**src/rtl/mult_shift_add_seq.sv**
```systemverilog
// Sequential shift-add multiplier: one row of WIDTH multiply-add cells reused
// once per multiplier bit, accumulating an unsigned 2*WIDTH-bit product.

module mult_add_cell (
  input  logic i_mk,
  input  logic i_q,
  input  logic i_ppi,
  input  logic i_cin,
  output logic o_sum,
  output logic o_cout
);

  logic w_pp;

  assign w_pp   = i_mk & i_q;
  assign o_sum  = w_pp ^ i_ppi ^ i_cin;
  assign o_cout = (w_pp & i_ppi) | (w_pp & i_cin) | (i_ppi & i_cin);

endmodule

module mult_shift_add_seq #(
  parameter int WIDTH = 4
) (
  input  logic               i_clock,
  input  logic               i_reset,
  input  logic               i_start,
  input  logic [WIDTH-1:0]   i_multiplicand,
  input  logic [WIDTH-1:0]   i_multiplier,
  output logic               o_busy,
  output logic               o_done,
  output logic [2*WIDTH-1:0] o_product
);

  localparam int CW = (WIDTH > 1) ? $clog2(WIDTH) : 1;

  localparam logic [1:0] S_IDLE = 2'd0;
  localparam logic [1:0] S_RUN  = 2'd1;
  localparam logic [1:0] S_DONE = 2'd2;

  logic [1:0]           r_state;
  logic [CW-1:0]        r_cnt;
  logic [WIDTH-1:0]     r_m;
  logic [WIDTH-1:0]     r_a;
  logic [WIDTH-1:0]     r_q;
  logic [2*WIDTH-1:0]   r_product;

  logic [WIDTH-1:0]     w_sum;
  logic [WIDTH:0]       w_c;
  logic [2*WIDTH-1:0]   w_step;

  assign w_c[0] = 1'b0;

  for (genvar g = 0; g < WIDTH; g++) begin : g_row
    mult_add_cell u_cell (
      .i_mk   (r_m[g]),
      .i_q    (r_q[0]),
      .i_ppi  (r_a[g]),
      .i_cin  (w_c[g]),
      .o_sum  (w_sum[g]),
      .o_cout (w_c[g+1])
    );
  end

  // Right shift of {C, sum, Qr}; the consumed multiplier bit Qr[0] falls off.
  assign w_step = {w_c[WIDTH], w_sum, r_q[WIDTH-1:1]};

  always_ff @(posedge i_clock) begin
    if (i_reset) begin
      r_state   <= S_IDLE;
      r_cnt     <= '0;
      r_m       <= '0;
      r_a       <= '0;
      r_q       <= '0;
      r_product <= '0;
    end else begin
      case (r_state)
        S_IDLE: begin
          if (i_start) begin
            r_m     <= i_multiplicand;
            r_q     <= i_multiplier;
            r_a     <= '0;
            r_cnt   <= '0;
            r_state <= S_RUN;
          end
        end
        S_RUN: begin
          {r_a, r_q} <= w_step;
          if (r_cnt == CW'(WIDTH - 1)) begin
            r_product <= w_step;
            r_state   <= S_DONE;
          end else begin
            r_cnt <= r_cnt + 1'b1;
          end
        end
        S_DONE:  r_state <= S_IDLE;
        default: r_state <= S_IDLE;
      endcase
    end
  end

  assign o_busy    = (r_state == S_RUN);
  assign o_done    = (r_state == S_DONE);
  assign o_product = r_product;

endmodule

```
**config.mk**
```make
export PLATFORM = sky130hd
export DESIGN_NAME = mult_shift_add_seq
export DESIGN_NICKNAME = d
export VERILOG_FILES = /design/src/rtl/mult_shift_add_seq.sv
export SDC_FILE = /design/constraint.sdc
export NUM_CORES = 1
export LEC_CHECK = 0
export CORE_MARGIN = 4
export CORE_UTILIZATION = 39
export CTS_BUF_LIST = sky130_fd_sc_hd__clkbuf_4 sky130_fd_sc_hd__clkbuf_8 sky130_fd_sc_hd__clkbuf_16
export DETAILED_ROUTE_END_ITERATION = 16
export SLEW_MARGIN = 20
export SYNTH_ARGS = -nofsm -noshare
export SYNTH_HDL_FRONTEND = slang
export SYNTH_SLANG_ARGS = --single-unit
export TNS_END_PERCENT = 5
```
**constraint.sdc**
```tcl
create_clock -name i_clock -period 6.7 [get_ports i_clock]
set_clock_uncertainty 0.2 [all_clocks]
set_input_delay 1.675 -clock i_clock [delete_from_list [all_inputs] [get_ports i_clock]]
set_output_delay 1.675 -clock i_clock [all_outputs]
set_load 0.01 [all_outputs]
```
==> impl_metrics.json <==
{
  "grt_pass1_wl_um": 3705,
  "comb_power_share": 0.097,
  "crit_start": "r_state[1]",
  "ant_nets": 0,
  "synth_compound_area_frac": 0.2224,
  "crit_chain": "inv_1 -> nor2_1 -> clkdlybuf4s50_1",
  "max_freq_mhz": 272.8,
  "initial_core_util": 0.4223,
  "drive_gt1_frac": 0.08148,
  "cts_setup_buffers": 0,
  "crit_type": "register to primary output",
  "slowest_delay_ps": 570,
  "fin_area_um2": 1320,
  "slew_viol_final": 0,
  "clk_latency_ps": 320,
  "cts_tree": "done",
  "reg2reg_setup_slack_ps": 4290,
  "first_iter_violations": 28,
  "fin_util": 0.5187,
  "maxCapViolCount": 0,
  "clkPwrFrac": 0.367,
  "p_int_mw": 0.2232,
  "vias": 834,
  "antenna_found_initial": 0,
  "grt_pass1_vias": 814,
  "dpl.hpwl_um": 1562,
  "critical_path.top_delay_family": "buffers and inverters",
  "cp_data_arrival_time_ps": 1790,
  "r2r_start": "r_q[0]",
  "clk_pin_slew_ps": 140,
  "fin_nets": 152,
  "fin_crit_sh": 0.5471,
  "drt_pass1_iterations": 4,
  "core_area_um2": 2545,
  "die-area_um2": 3660,
  "seq_area_frac_synth": 0.4470,
  "cts_buffer_depth": 2,
  "cts.sinks": 24,
  "hold_class": "register to register",
  "slew_headroom": 0.4084,
  "total_leakage_power_nw": 0.4631,
  "layout_commonest_cell": "dfxtp_1",
  "ys_ff_latch": 24,
  "crit_path_end_kind": "primary output",
  "tightest_slew_ps": 884.6,
  "p_switching_mw": 0.06337,
  "tns_ps": 0,
  "synth-simple-area-share": 0.1886,
  "setup-violations-final": 0,
  "syn_avg_cell_area_um2": 9.186,
  "cts_hold_buf": 0,
  "layout_common_cells": "dfxtp_1 (24), clkdlybuf4s50_1 (20), nand2_1 (18)",
  "cts_root_buf": "clkbuf_4",
  "drc_errors": 0,
  "swShare": 0.2211,
  "grt_overflow": 0,
  "hold_violations": 0,
  "synthDistinctLibCells": 27,
  "rsz0062_at_grt": "false",
  "cts_buffers": 3,
  "avgViaCountPerCell": 5.055,
  "ir_drop_v": 0.0001472,
  "area_growth_pct": 22.82,
  "slowest_stage": "dfxtp_1",
  "status": "completed",
  "dieWidth_um": 60.50,
  "synthXorXnorAreaFrac": 0,
  "worst_ep_required_time_ps": 4830,
  "syn_area_um2": 1075,
  "routabilityCongestion": 0.7962,
  "syn_nets": 133,
  "power_frac_seq": 0.536,
  "synthCells": 117,
  "power_density_nw_per_um2": 217.1,
  "hold_start": "o_product[3]",
  "synth_warnings": 0,
  "ios": 21,
  "crit_fanout": 13,
  "wl_per_cell_um": 12.84,
  "rows": 18,
  "synth_top_family_by_area": "compound AO/OA/AOI/OAI gates",
  "port_buffers": 20,
  "start_kind": "register",
  "critPathBufInv": 2,
  "yosys.area_share.adder": 0.07916,
  "fillers": 273,
  "die_y_um": 60.50,
  "grt_max_degree": 25,
  "placed_area_um2": 1267,
  "grt_use_total": 0.1339,
  "htreeDepth": 1,
  "period_minus_slack_ps": 3666,
  "routed_wl_um": 2119,
  "cts_resized": 0,
  "n_antenna_cell": 0,
  "muxShareOfSynthArea": 0
}
[per-stage QoR]
stage	hold slack, ps	std cells	setup WS (ps)	power [mW]
after floorplan	245.2	117	4079	0.1739
after global placement	243.7	161	3437	0.1840
after detailed placement	248.7	161	3418	0.1845
after CTS	267.5	165	3034	0.2897
after global routing	302.0	165	2893	0.3025
final	264.5	165	3034	0.2866
[sequential cells by signal, indices dropped and copies added, names as in the netlist]
name and count:
r_a 4, r_cnt 2, r_m 4, r_state 2, r_q 4, o_product 8
[kinds of logic (layout without fill, tap and decap cells)]
group,count (synthesis),in the layout
and+or+nand+nor,42,42
AOI/OAI and AO/OA,34,34
DFF,24,24
buffers and inverters,12,30
adders and majority gates,5,5
[layout make-up]
class	count	area (um2)	share of cell area
multi-input combinational	81	526.8	0.3991
sequential	24	480.5	0.3640
timing repair buffer	20	200.2	0.1517
tap	30	37.54	0.02844
clock inverter	1	30.03	0.02275
clock buffer	3	22.52	0.01706
inverter	6	22.52	0.01706
[cells in the mapped netlist]
cell       count  area share
dfxtp_1       24        0.45
nand2_1       18       0.063
nor2_1        11       0.038
a21oi_1       10       0.047
a211oi_1       6       0.042
inv_1          6       0.021
o21ai_0        4       0.019
o22ai_1        4       0.023
a2bb2oi_1      3       0.024
fa_1           3       0.056
nand2b_1       3       0.017
a211oi_2       2       0.023
a31oi_1        2       0.012
and2_1         2       0.012
buf_4          2       0.014
buf_6          2       0.021
clkbuf_1       2      0.0070
ha_1           2       0.023
nand3b_1       2       0.014
nor2_2         2       0.012
a22oi_1        1      0.0070
and3b_1        1      0.0082
nand3_1        1      0.0047
nor3b_2        1       0.012
nor4b_1        1      0.0082
o21ba_4        1       0.015
o21bai_2       1       0.010
[power by group through the flow]
| stage | logic, mW | clock network, mW | registers [mW] |
|---|---|---|---|
| global placement | 0.0276 | 0 | 0.156 |
| detailed placement | 0.0279 | 0 | 0.157 |
| global route | 0.0309 | 0.117 | 0.154 |
| CTS | 0.0280 | 0.108 | 0.153 |
| finish | 0.0278 | 0.105 | 0.154 |
| floorplan | 0.0199 | 0 | 0.154 |
[path summary, 6_finish.rpt]
| path | endpoint | cells past startpoint |
|---|---|---|
| max reg2reg | r_a[2] | 8 |
| min | o_product[3] | 2 |
| min reg2reg | o_product[3] | 2 |
| max | o_done | 3 |
[layer usage]
layer,track usage,part of all wire,up-vias
li1,-,-,436
met1,0.1893,0.52,378
met3,0.02766,0.049,4
met4,0.05573,0.014,0
met5,0,0,-
met2,0.1991,0.41,16
[worst register-to-register path: cells and delay by family, from the launching register on]
kind / cells / cell delay (ps)
compound gates: 1 / 180
buf+inv: 1 / 50
flops: 1 / 420
fa+ha+maj: 4 / 1220
simple gates: 2 / 210
Power figures use the tool's default switching activity.
